<file path="config.mk">
export PLATFORM = sky130hd
export DESIGN_NAME = pipe_stall_ctrl
export DESIGN_NICKNAME = d
export VERILOG_FILES = /design/src/rtl/pipe_stall_ctrl_pkg.sv /design/src/rtl/md_busy_seq.sv /design/src/rtl/pipe_stall_ctrl.sv
export SDC_FILE = /design/constraint.sdc
export NUM_CORES = 1
export LEC_CHECK = 0
export BUFFER_PORTS_ARGS = -buffer_cell sky130_fd_sc_hd__buf_2
export CAP_MARGIN = 25
export CORE_MARGIN = 3
export CORE_UTILIZATION = 47
export CTS_CLUSTER_DIAMETER = 40
export DETAILED_ROUTE_END_ITERATION = 6
export GPL_TIMING_DRIVEN = 0
export PLACE_DENSITY = 0.77
export RECOVER_POWER = 25
export SLEW_MARGIN = 20
export SYNTH_ARGS = -nofsm -noshare
export SYNTH_HDL_FRONTEND = slang
export SYNTH_SLANG_ARGS = --single-unit
</file>
<file path="constraint.sdc">
create_clock -name clk -period 1.82 [get_ports clk]
set_input_delay 0.273 -clock clk [delete_from_list [all_inputs] [get_ports clk]]
set_output_delay 0.273 -clock clk [all_outputs]
set_load 0.005 [all_outputs]
</file>
<file path="src/rtl/pipe_stall_ctrl_pkg.sv">
// Shared types and constants for the pipeline stall controller.
// Holds MD sequencer states, cycle defaults and the operand hazard check.
package pipe_stall_ctrl_pkg;

  localparam logic [1:0] TUSE_NONE = 2'd3;

  localparam int MULT_CYC_DEF = 5;
  localparam int DIV_CYC_DEF  = 10;
  localparam int CNT_W_DEF    = 4;

  typedef enum logic {
    IDLE = 1'b0,
    BUSY = 1'b1
  } md_state_t;

  // A source operand must wait when a younger producer's result
  // arrives later than D needs it; r0 never carries a dependency.
  function automatic logic rd_hazard(
    input logic [4:0] addr,
    input logic [1:0] tuse,
    input logic [4:0] e_waddr,
    input logic [1:0] e_tnew,
    input logic [4:0] m_waddr,
    input logic [1:0] m_tnew
  );
    logic e_hit;
    logic m_hit;
    e_hit = (addr == e_waddr) && (e_tnew > tuse);
    m_hit = (addr == m_waddr) && (m_tnew > tuse);
    return (addr != 5'd0) && (tuse != TUSE_NONE) && (e_hit || m_hit);
  endfunction

endpackage

</file>
<file path="src/rtl/md_busy_seq.sv">
// HI/LO unit busy sequencer: counts down a fixed latency per mult/div.
// Ports: clk, reset (async high), md_start, md_is_div in; md_busy out.
module md_busy_seq
  import pipe_stall_ctrl_pkg::*;
#(
  parameter int MULT_CYC = MULT_CYC_DEF,
  parameter int DIV_CYC  = DIV_CYC_DEF,
  parameter int CNT_W    = CNT_W_DEF
) (
  input  logic clk,
  input  logic reset,
  input  logic md_start,
  input  logic md_is_div,
  output logic md_busy
);

  md_state_t        state;
  md_state_t        state_nx;
  logic [CNT_W-1:0] cnt;
  logic [CNT_W-1:0] cnt_nx;

  always_ff @(posedge clk or posedge reset) begin
    if (reset) begin
      state <= IDLE;
      cnt   <= '0;
    end else begin
      state <= state_nx;
      cnt   <= cnt_nx;
    end
  end

  // A start while BUSY cannot occur (D is stalled); it is ignored.
  always_comb begin
    state_nx = state;
    cnt_nx   = cnt;
    unique case (state)
      IDLE: begin
        if (md_start) begin
          state_nx = BUSY;
          cnt_nx   = md_is_div ? CNT_W'(DIV_CYC)
                               : CNT_W'(MULT_CYC);
        end
      end
      BUSY: begin
        if (cnt == CNT_W'(1)) begin
          state_nx = IDLE;
          cnt_nx   = '0;
        end else begin
          cnt_nx = cnt - CNT_W'(1);
        end
      end
    endcase
  end

  assign md_busy = (state == BUSY);

endmodule

</file>
<file path="src/rtl/pipe_stall_ctrl.sv">
// Front-end hazard/stall scheduler using Tuse/Tnew, plus stall counter.
// Ports: D/E/M register info and MD controls in; PC_en/d_en/e_clr/md_busy/stall_cnt out.
module pipe_stall_ctrl
  import pipe_stall_ctrl_pkg::*;
#(
  parameter int MULT_CYC = MULT_CYC_DEF,
  parameter int DIV_CYC  = DIV_CYC_DEF,
  parameter int CNT_W    = CNT_W_DEF
) (
  input  logic        clk,
  input  logic        reset,
  input  logic [4:0]  rs_addr,
  input  logic [4:0]  rt_addr,
  input  logic [1:0]  rs_tuse,
  input  logic [1:0]  rt_tuse,
  input  logic [4:0]  e_waddr,
  input  logic [1:0]  e_tnew,
  input  logic [4:0]  m_waddr,
  input  logic [1:0]  m_tnew,
  input  logic        d_is_md,
  input  logic        md_start,
  input  logic        md_is_div,
  output logic        PC_en,
  output logic        d_en,
  output logic        e_clr,
  output logic        md_busy,
  output logic [31:0] stall_cnt
);

  logic stall_rs;
  logic stall_rt;
  logic stall_md;
  logic stall;

  md_busy_seq #(
    .MULT_CYC (MULT_CYC),
    .DIV_CYC  (DIV_CYC),
    .CNT_W    (CNT_W)
  ) u_md_seq (
    .clk       (clk),
    .reset     (reset),
    .md_start  (md_start),
    .md_is_div (md_is_div),
    .md_busy   (md_busy)
  );

  assign stall_rs = rd_hazard(rs_addr, rs_tuse, e_waddr, e_tnew,
                              m_waddr, m_tnew);
  assign stall_rt = rd_hazard(rt_addr, rt_tuse, e_waddr, e_tnew,
                              m_waddr, m_tnew);

  // A start in E this cycle already owns HI/LO for the D instr.
  assign stall_md = d_is_md && (md_busy || md_start);

  assign stall = stall_rs | stall_rt | stall_md;
  assign PC_en = ~stall;
  assign d_en  = ~stall;
  assign e_clr = stall;

  always_ff @(posedge clk or posedge reset) begin
    if (reset) begin
      stall_cnt <= '0;
    end else if (stall && (stall_cnt != 32'hFFFF_FFFF)) begin
      stall_cnt <= stall_cnt + 32'd1;
    end
  end

endmodule

</file>
-- Yosys cells after proc, flatten, opt, wreduce, memory -nomap -nowiden
Index checks and enable logic that the tools add are counted.
- input bits: 33
- word-level logic and storage cells: 44
- output and inout bits: 36
- bits in registers: 37
- $add $sub $neg: 2
- $lt $le $gt $ge: 4
- multiplexer cells: 7
- equal/unequal tests: 9
- reduce and logical (&&, ||, !) cells: 15
- bitwise logic cells: 4
- operator list (cell ; number):
    adder 32 x 1 -> 32 bit, second input constant ; 1
    inequality test 32 bit, second input constant ; 1
    equality test 5 bit ; 4
    2-to-1 mux 4 bit ; 3
    logical AND 1 bit ; 10
    nonzero test 5 bit ; 2
    greater-than comparator 2 bit ; 4
    case mux 4 bit (2 select lines) ; 1
    inequality test 2 bit, second input constant ; 3
    equality test 4 x 1 -> 1 bit, second input constant ; 1
    subtractor 4 x 1 -> 4 bit, second input constant ; 1
    logical OR 1 bit ; 3
    2-to-1 mux 1 bit ; 2
    inverter 1 bit ; 2
    bitwise OR 1 bit ; 2
    case mux 1 bit (2 select lines) ; 1

-- Logic depth before layout (Yosys ltp)
Gate-level depths: netlist (run 1).
- depth in word-level cells: 7
- depth in mapped cells: 10
- depth with buffers taken out: 9

-- Cells and area by module
From an unflattened synthesis (run 1), not the netlist that was laid out.
- cell total of the unflattened synthesis: 228
- area, all modules: 2296.0 um^2
- modules (own cells, without submodules) (module ; area an instance (um^2) ; sequential area each (um^2) ; cells each ; instances):
    pipe_stall_ctrl ; 1991.9 ; 800.8 ; 196 ; 1
    md_busy_seq ; 304.0 ; 125.1 ; 32 ; 1

-- Worst setup path before layout (run 1)
Ideal clock, no wire load.
- path kind: input to output
- from: input rt_tuse[1]
- to: output d_en
- data arrival time: 1.727 ns
- setup slack: -0.180 ns
- stages: 10
- required time: 1.547 ns
- path buffers: 2
- cell sequence: inv_1 -> ha_1 -> nand2_1 -> nand4_1 -> nor4_1 -> o221ai_1 -> nand3_1 -> buf_2 -> inv_1 -> buf_4
- word-level cells in the longest chain between the ends: 7
- elaborated cells on any way between the ends: 11
- those cells by class: order compare: 2; eq/ne: 1; bitwise: 3; reduce/logical: 5
- ends and longest elaborated chain (item ; line ; source):
    start: declaration ; pipe_stall_ctrl.sv:15 ; input logic [1:0] rt_tuse,
    greater-than comparator 2 bit, on equally long branches ; pipe_stall_ctrl_pkg.sv:28, pipe_stall_ctrl_pkg.sv:29 ;
    logical AND 1 bit, on equally long branches ; pipe_stall_ctrl_pkg.sv:28, pipe_stall_ctrl_pkg.sv:29 ;
    logical OR 1 bit ; pipe_stall_ctrl_pkg.sv:30 ; return (addr != 5'd0) && (tuse != TUSE_NONE) && (e_hit || m_hit);
    logical AND 1 bit (*) ; pipe_stall_ctrl_pkg.sv:30 ;
    bitwise OR 1 bit (*) (2 in a row) ; pipe_stall_ctrl.sv:55 ; assign stall = stall_rs | stall_rt | stall_md;
    named net e_clr ; pipe_stall_ctrl.sv:25 ; output logic e_clr,
    inverter 1 bit (*) ; -- ;
    end: declaration ; pipe_stall_ctrl.sv:24 ; output logic d_en,
Mark *: on every way through the listed nets, which the timed path passes. The rest lies on a longest branch.

-- Worst setup path after layout (run 1)
- from: input e_tnew[1]
- to: output d_en
- word-level cells in the longest chain between the ends: 7
- elaborated cells on any way between the ends: 11
- those cells by class: order compare: 2; bitwise: 3; reduce/logical: 6
- ends and longest elaborated chain (item ; line ; source):
    start: declaration ; pipe_stall_ctrl.sv:17 ; input logic [1:0] e_tnew,
    greater-than comparator 2 bit ; pipe_stall_ctrl_pkg.sv:28 ; e_hit = (addr == e_waddr) && (e_tnew > tuse);
    logical AND 1 bit ; pipe_stall_ctrl_pkg.sv:28 ;
    logical OR 1 bit ; pipe_stall_ctrl_pkg.sv:30 ;
    logical AND 1 bit ; pipe_stall_ctrl_pkg.sv:30 ;
    bitwise OR 1 bit (*) (2 in a row) ; pipe_stall_ctrl.sv:55 ;
    inverter 1 bit (*) ; pipe_stall_ctrl.sv:57 ; assign d_en = ~stall;
Every way passes the cells marked *; elsewhere a longest branch is shown, timed or not.

==> run summary, run 1 <==
The flow ran to the end, but the final reports show violations. The checks that failed: negative setup slack. The worst setup path is launched from a primary input.

The tools report the maximum level of the CTS H-tree as 2. Clock latency on the worst-skew pair, taken at its later pin, is 0.29 ns. The total iterations of the first detailed-routing run came out at 4. The multi-input combinational cells in the finished layout cover a total of 1540 µm². Net switching power of the design: 0.000967 W. The count of standard-cell rows is 25, and the critical path data required time is 1.55 ns. The critical path's slowest cell was sky130_fd_sc_hd__nor4_2. Data arrives at the worst endpoint at 1.66 ns. Counting tap cells, the placed design contains a total of 380 instances.

Of the available clock period, the critical path in the final layout requires 106%. The die is 76.5 µm tall. The logs give 0.00277 W for the final total power and 21.1% for the total track usage. In this run the critical register-to-register path is captured at stall_cnt[1]. Family of cells with the greatest summed delay on the critical path: buffers and inverters. The flip-flop and latch count after synthesis is 37, and the number of hold buffers added after cts is 0. The worst-case IR drop observed on VDD is 0.000348 V.

The fraction of met2 tracks used by global routing came out at 36.3%. Counting every sink on the clock net gives 37. The mean area per synthesized cell was 9.53 µm². The critical path runs through a total of 10 cells. The total overflow left after global routing is 0. The tools report the clock root buffer as sky130_fd_sc_hd__clkbuf_8. Walking the worst path, the cells encountered are buf_4 -> ha_4 -> a21oi_2 -> nor4_2 -> o221ai_2 -> nand3_2 -> buf_6 -> inv_4 -> buf_6 -> buf_6.

For the relative contribution of the clock network to total power, the log shows 22.2%. On the final layout, the worst clock skew is 0.00787 ns. Share of async-settable or async-resettable flops after synthesis: 100%.

The path with the worst hold slack has its endpoint at u_md_seq.cnt[3]. Setup repair after global routing could not meet its margin everywhere. The number of cells on the worst reg-to-reg path is 7.

The count of final setup violators is 5. The post-route netlist has 44.4% of its cells at a drive strength greater than 1. The count of flip-flops with a built-in enable after synthesis is 0, and the internal cell power is 0.00180 W.

Across all hold checks on the routed design, the worst slack comes to 0.254 ns. The signed area change from the synthesized netlist to the final layout is 46.2%. Net switching fraction of the power: 34.9%.

TritonCTS built the clock tree. STA classifies the critical path endpoint as an output pin. The first-pass GRT wire length was 10.1 mm; the leakage power figure was 1.61 nW. The final estimated routing congestion in global placement was 0.855. For this run, the number of Yosys warnings is 0. Global routing used 25.5% of the available met1 tracks.

The sum of net half-perimeters after detailed placement is 4.04 mm. 69 I/O pins were placed. The busiest layer in global routing is met2.

The final total negative setup slack is -0.236 ns. The worst hold-check path type was in2reg. The core region is 4750 µm².

For this run, the post-layout net count is 385. Number of standard cells in the layout, taps in and fillers out: 409. Synthesis produced 245 cells.

For this run, design rule violations remaining after detail routing come to 0. The detailed router's first-iteration violation count is 168, and the maximum achievable frequency is 518 MHz. The chip width is 76.5 µm. The worst path needs 1.93 ns of the cycle, external delays included. The count of endpoints failing hold in the final timing report came out at 0. The critical path buffer and inverter count works out to 5. The floorplan step defined a die boundary enclosing 5850 µm². For the pin with the worst max-slew slack, the measured transition is 1.39 ns. Once detail routing completed, the nets flagged for antenna violations numbered 0. The initial core utilization was 49.1%. Among all flip-flop cells after synthesis, the most frequent one is sky130_fd_sc_hd__dfrtp_1. The most numerous cell type found on the critical path is sky130_fd_sc_hd__buf_6. The number of antenna violations at the first check in global routing is 0, and the worst-case headroom to the max-slew limit is 7.29%. The worst setup slack for register-to-register paths was -0.04 ns.

The post-synth net total was 289; the routed via count was 2,284. The worst hold path begins at md_is_div. For the worst setup margin, the log shows -0.112 ns. Port buffer count: 68. The worst register-to-register path begins at stall_cnt[13].

Max-cap violations in this run came to 0. The buffer levels on the longest clock path was 2. The worst hold path passes through 3 cells. The maximum number of pins on one net before global-route repair came out at 38. The run gives 39.4% as the sequential fraction of design power.

The proportion of synthesized chip area in sequential cells is 39.7%. After detailed routing, the average wire length per cell comes to 16.5 µm. The total power per unit cell area is 811 nW/µm².

The clock-pin slew reported for the worst setup and hold paths after clock tree synthesis is 0.07 ns. The tools report the detailed-route wire length as 6.74 mm. On the worst path, the slowest cell contributes a delay of 0.31 ns.

Counting the fill cells in the layout gives 336. Using the TritonRoute via totals, the vias-per-cell ratio works out to 5.58. The register area was 926 µm²; the cell area after synthesis was 2330 µm². Synthesis instantiated 36 different standard cells from the library.

The run gives 0 as the final count of pins violating max slew. The critical path is of the in2out type. The number of antenna diodes in the final layout is 0. For the via count of the first global-routing pass, the log shows 2,208.

In this run, CTS created clock tree buffers numbering 5. Per report_power, the combinational group accounts for 38.4% of the total. For this run, global-route usage on met3 was measured as 5.08%. In this run the worst path has a maximum fanout of 3.
[synth_stat cells, types with 3 or more instances]
cell                       instances  area (µm²)
sky130_fd_sc_hd__nor4_1            5        31.3
sky130_fd_sc_hd__xor2_1            9        78.8
sky130_fd_sc_hd__nand2_1          14        52.6
sky130_fd_sc_hd__nor2_1            6        22.5
sky130_fd_sc_hd__clkbuf_1          3        11.3
sky130_fd_sc_hd__inv_1            15        56.3
sky130_fd_sc_hd__o21ai_0           6        30.0
sky130_fd_sc_hd__buf_2             5        25.0
sky130_fd_sc_hd__and3_1           20         125
sky130_fd_sc_hd__nand4_1          20         125
sky130_fd_sc_hd__a31oi_1           3        18.8
sky130_fd_sc_hd__and2_1            3        18.8
sky130_fd_sc_hd__ha_1             11         138
sky130_fd_sc_hd__dfrtp_1          37         926
sky130_fd_sc_hd__nor3_1            3        15.0
sky130_fd_sc_hd__a21oi_1           8        40.0
sky130_fd_sc_hd__xnor2_1          39         342
sky130_fd_sc_hd__nand3_1          14        70.1
[cell type report]
type	count	area share, %
inverter	15	2.24
sequential	37	27.1
clock buffer	6	2.42
buffer	7	2.24
clock inverter	2	0.403
multi-input combinational	184	45.0
timing repair buffer	91	18.1
tap	67	2.46
[per-layer routing]
layer / share of wire, % / routed length [µm]
met3: 6.9 / 465
met4: 2.0 / 134
met1: 40 / 2680
met2: 51 / 3460
met5: 0 / 0
[state kept, by name (all words and copies together) (netlist names)]
register,count
u_md_seq.cnt,4
u_md_seq.md_busy,1
stall_cnt,32
[worst max path at each step]
stage,startpoint,endpoint
floorplan,stall_cnt[2],stall_cnt[1]
global placement,rs_tuse[1],d_en
detailed placement,rs_tuse[1],d_en
CTS,rt_tuse[1],d_en
global route,rs_tuse[1],d_en
finish,e_tnew[1],d_en
[power by group through the flow]
stage | Sequential [W] | Clock [W] | Combinational, W
floorplan | 0.00108 | 0 | 0.000518
global placement | 0.00109 | 0 | 0.000778
detailed placement | 0.00109 | 0 | 0.000805
CTS | 0.00106 | 0.000617 | 0.000975
global route | 0.00111 | 0.000656 | 0.00118
finish | 0.00109 | 0.000616 | 0.00106
[timing repair]
item	CTS	global route
setup endpoints to repair	30	32
gates resized for setup	44	35
setup buffers	17	6
endpoints found under the hold margin	0	0
gates cloned	0	2
pin swaps	21	18
[layout by cell type, fill, tap and decap left out, types with 5 or more instances in the layout]
cell type	synthesis	final
sky130_fd_sc_hd__xor2_1	9	9
sky130_fd_sc_hd__nand3_1	14	10
sky130_fd_sc_hd__nor2_1	6	5
sky130_fd_sc_hd__xnor2_1	39	39
sky130_fd_sc_hd__ha_4	0	8
sky130_fd_sc_hd__and3_1	20	16
sky130_fd_sc_hd__a21oi_1	8	7
sky130_fd_sc_hd__inv_1	15	10
sky130_fd_sc_hd__buf_4	1	22
sky130_fd_sc_hd__buf_6	0	11
sky130_fd_sc_hd__dfrtp_1	37	37
sky130_fd_sc_hd__clkbuf_8	0	6
sky130_fd_sc_hd__buf_2	5	58
sky130_fd_sc_hd__nand4_1	20	20
sky130_fd_sc_hd__and3_4	2	5
sky130_fd_sc_hd__nand2_1	14	10
[worst reg2reg max path, stage by stage, from the launching register on]
cell                      delay, ns
sky130_fd_sc_hd__dfrtp_1       0.42
sky130_fd_sc_hd__and3_1        0.24
sky130_fd_sc_hd__nand2_1       0.15
sky130_fd_sc_hd__nor2_2        0.15
sky130_fd_sc_hd__and3_4        0.25
sky130_fd_sc_hd__nand2_8       0.08
sky130_fd_sc_hd__and2_4        0.16
sky130_fd_sc_hd__mux2_4        0.29
[kinds of logic (layout without fill, tap and decap cells)]
logic type                 after synthesis  in the layout  share of synthesized area, %
buffers and inverters                   24            121                          4.29
xor gates and xnor gates                48             48                          18.0
AOI/OAI and AO/OA                       21             21                          5.09
and+or+nand+nor                        101            101                          25.5
adders and majority gates               11             11                          5.89
muxes                                    3              3                          1.61
DFF                                     37             37                          39.7
[through the flow]
step                      area, µm²  util (%)  worst slack [ns]
after global routing           3410      71.8            -0.178
after floorplan                2350         -           0.00951
final                          3410      71.8            -0.112
after detailed placement       2770      58.3            -0.375
after global placement         2770      58.3            -0.356
after CTS                      3190      67.1            -0.113
(Power assumes the default switching activity.)
==> inputs of run 2 (changes only) <==
Settings changed: CORE_UTILIZATION 47 to 52, PLACE_DENSITY 0.77 to 0.8, SKIP_CTS_REPAIR_TIMING set to 1.
Clock period 1.82 ns to 1.95 ns, I/O delays scaled along.
==> run summary, run 2 (synthesized netlist as in run 1, its figures left out) <==
The run gives 8.90 mm (was 10.1 mm) as the first-pass GRT wire length. The leakage power figure came out at 1.53 nW (was 1.61 nW). Number of buffers inserted during clock tree synthesis: 5 (unchanged).

The logs give 4.19 mm (was 4.04 mm) for the sum of net half-perimeters after detailed placement and 0 (unchanged) for the number of antenna-violating nets in the routed design. Path type of the worst setup path: in2out (unchanged). The clock root buffer was sky130_fd_sc_hd__clkbuf_8 (unchanged).

Worst hold-check path type: in2reg (unchanged). Leading cell types in the layout, fill and taps excluded: sky130_fd_sc_hd__buf_2 (64), sky130_fd_sc_hd__xnor2_1 (39), sky130_fd_sc_hd__dfrtp_1 (35), sky130_fd_sc_hd__nand4_1 (20), sky130_fd_sc_hd__and3_1 (19) (was sky130_fd_sc_hd__buf_2 (58), sky130_fd_sc_hd__xnor2_1 (39), sky130_fd_sc_hd__dfrtp_1 (37), sky130_fd_sc_hd__buf_4 (22), sky130_fd_sc_hd__nand4_1 (20)). The run finished, with violations left.

The tools report the element type at the critical path start as a primary input (unchanged). The count of endpoints failing hold in the final timing report was 0 (unchanged). The final count of pins violating max slew was 0 (unchanged). The number of flip-flops under the largest register name works out to 32 (unchanged). Clock-pin slew reported for the worst setup and hold paths after clock tree synthesis: 0.07 ns (about the same).

The total iterations of the first detailed-routing run is 4 (unchanged). The routed via count is 2,132 (was 2,284). The critical path's most frequent cell is sky130_fd_sc_hd__buf_6 (unchanged). The share of power burned in combinational logic is 36.4% (was 38.4%). Critical Path, Cell by Cell: buf_4 -> ha_4 -> nand2_1 -> nand4_1 -> nor4_2 -> o221ai_1 -> nand3_2 -> buf_6 -> inv_4 -> buf_6 -> buf_6 (was buf_4 -> ha_4 -> a21oi_2 -> nor4_2 -> o221ai_2 -> nand3_2 -> buf_6 -> inv_4 -> buf_6 -> buf_6). Total track usage: 21.2% (was 21.1%).

The number of I/O pins is 69 (unchanged), and the net switching fraction of the power is 34.8% (was 34.9%). TritonCTS built the clock tree. Critical path data required time: 1.66 ns (was 1.55 ns). The tools report the count of final setup violators as 2 (was 5).

The time the worst path needs with I/O delays and setup came out at 2.05 ns. Leading cell type in the layout, fill and taps excluded: sky130_fd_sc_hd__buf_2 (unchanged). The number of antenna violations at the first check in global routing came out at 0 (unchanged). For the maximum clock skew at final layout, the log shows 0.00568 ns (was 0.00787 ns). The fraction of final layout cells sized beyond drive strength 1 was 39.1% (was 44.4%). The chip width was 73.0 µm (was 76.5 µm).

The count of standard-cell rows was 23 (was 25); the port buffer count was 68 (unchanged). The maximum level of the CTS H-tree is 2 (unchanged), and the maximum achievable frequency is 489 MHz. The buffer levels on the longest clock path was 2 (unchanged); the number of design rule violations left after detail routing was 0 (unchanged). Register with the most flip-flops: stall_cnt (unchanged). The worst setup slack for register-to-register paths is 0.05 ns (was -0.04 ns), and the die span in y is 73.0 µm (was 76.5 µm). The post-layout net count is 378 (was 385), and the total power per unit cell area is 756 nW/µm² (was 811 nW/µm²). The run gives 0.00158 W (was 0.00180 W) as the internal cell power. The sum of overflow across all layers after global routing is 0 (unchanged), and the slew at the pin closest to its max-slew limit is 1.38 ns (was 1.39 ns). The final worst-path cycle share works out to 105%. The sort of element at the end of the critical path was an output pin (unchanged). Utilization after layout: 76.7% (was 71.8%).

Delay of the slowest cell on the worst path: 0.24 ns (was 0.31 ns). The final total power came out at 0.00242 W (was 0.00277 W). The critical path's slowest cell was sky130_fd_sc_hd__ha_4 (was sky130_fd_sc_hd__nor4_2). The final estimated routing congestion in global placement is 0.857 (was 0.855), and the via count of the first global-routing pass is 1,963 (was 2,208). For the detailed-route wire length, the log shows 6.14 mm (was 6.74 mm). Setup repair after global routing could not meet its margin everywhere. The clock net sink count is 37 (unchanged). The clock insertion delay at the later pin of the skew report is 0.29 ns (about the same). The detailed router's first-iteration violation count was 126 (was 168); the placed cell area was 2750 µm² (was 2770 µm²). The tools report the worst slack on hold paths as 0.288 ns (was 0.254 ns).

For the net switching power of the design, the log shows 0.000842 W (was 0.000967 W). The run gives 0 (unchanged) as the number of inserted diodes. The run gives 56.0% (was 49.1%) as the initial core utilization.

The maximum vdd ir drop is 0.000526 V (was 0.000348 V). Relative contribution of the clock network to total power: 21.4% (was 22.2%). The worst setup margin is -0.0960 ns (was -0.112 ns), and the hold path depth is 3 (unchanged). The post-place setup slack was -0.342 ns (was -0.375 ns); the worst reg-to-reg path cell count was 7 (unchanged).

The post-route standard cell area excluding fillers is 3200 µm² (was 3410 µm²), and the signed area change from the synthesized netlist to the final layout is 37.1% (was 46.2%). The sequential fraction of design power came out at 42.2% (was 39.4%). The detail-routed via count per cell was 5.54 (was 5.58).

The full die area was 5330 µm² (was 5850 µm²); the worst-case headroom to the max-slew limit was 8.04% (was 7.29%). The maximum fanout encountered on the critical timing path works out to 5 (was 3). Violated checks: negative setup slack (unchanged). The arrival time at the worst endpoint was 1.75 ns (was 1.66 ns). The average wire per cell in the routed design came out at 15.9 µm (was 16.5 µm). The tools report the max-cap check violation count as 0 (unchanged).

The maximum number of pins on one net before global-route repair is 38 (unchanged), and the area of the core is 4170 µm² (was 4750 µm²).
[run 2: cell type report]
class	count	area (µm²)
buffer	7	71.3
sequential	37	928
clock buffer	6	72.6
fill	291	972
timing repair buffer	84	510
inverter	15	76.3
multi-input combinational	184	1470
tap	50	62.6
clock inverter	2	10.0
[run 2: metrics by stage]
step	TNS (ns)	std cells
after detailed placement	-7.06	363
after global placement	-6.95	363
after global routing	-1.07	385
after floorplan	0	245
after CTS	-1.20	371
final	-0.109	385
[run 2: worst paths after layout]
| check | end | from |
|---|---|---|
| worst min register to register | stall_cnt[14] | stall_cnt[14] |
| worst max-delay path | d_en | rt_tuse[0] |
| min in group asynchronous | u_md_seq.cnt[1] | reset |
| worst max register to register | stall_cnt[1] | stall_cnt[4] |
| max in group asynchronous | stall_cnt[2] | reset |
| worst min-delay path | u_md_seq.cnt[3] | md_is_div |
[run 2: critical path: cells and delay by family]
kind            cells  cell delay (ns)
buf+inv             5             0.51
simple gates        4             0.54
compound gates      1             0.16
fa+ha+maj           1             0.24
[run 2: routing by layer]
layer / vias up / global-route usage [%] / share of wire (%)
li1: 1040 / - / -
met1: 1020 / 30.0 / 45
met2: 65 / 32.7 / 49
met3: 7 / 4.41 / 5.0
met4: 0 / 5.94 / 0.95
met5: - / 0 / 0
[run 2: power groups by stage]
stage          Clock [W]  Sequential [W]  Combinational, W
5_1_grt         0.000555         0.00104          0.000979
2_1_floorplan          0         0.00101          0.000484
3_3_place_gp           0         0.00102          0.000718
3_5_place_dp           0         0.00102          0.000741
4_1_cts         0.000518         0.00100          0.000746
6_report        0.000517         0.00102          0.000881
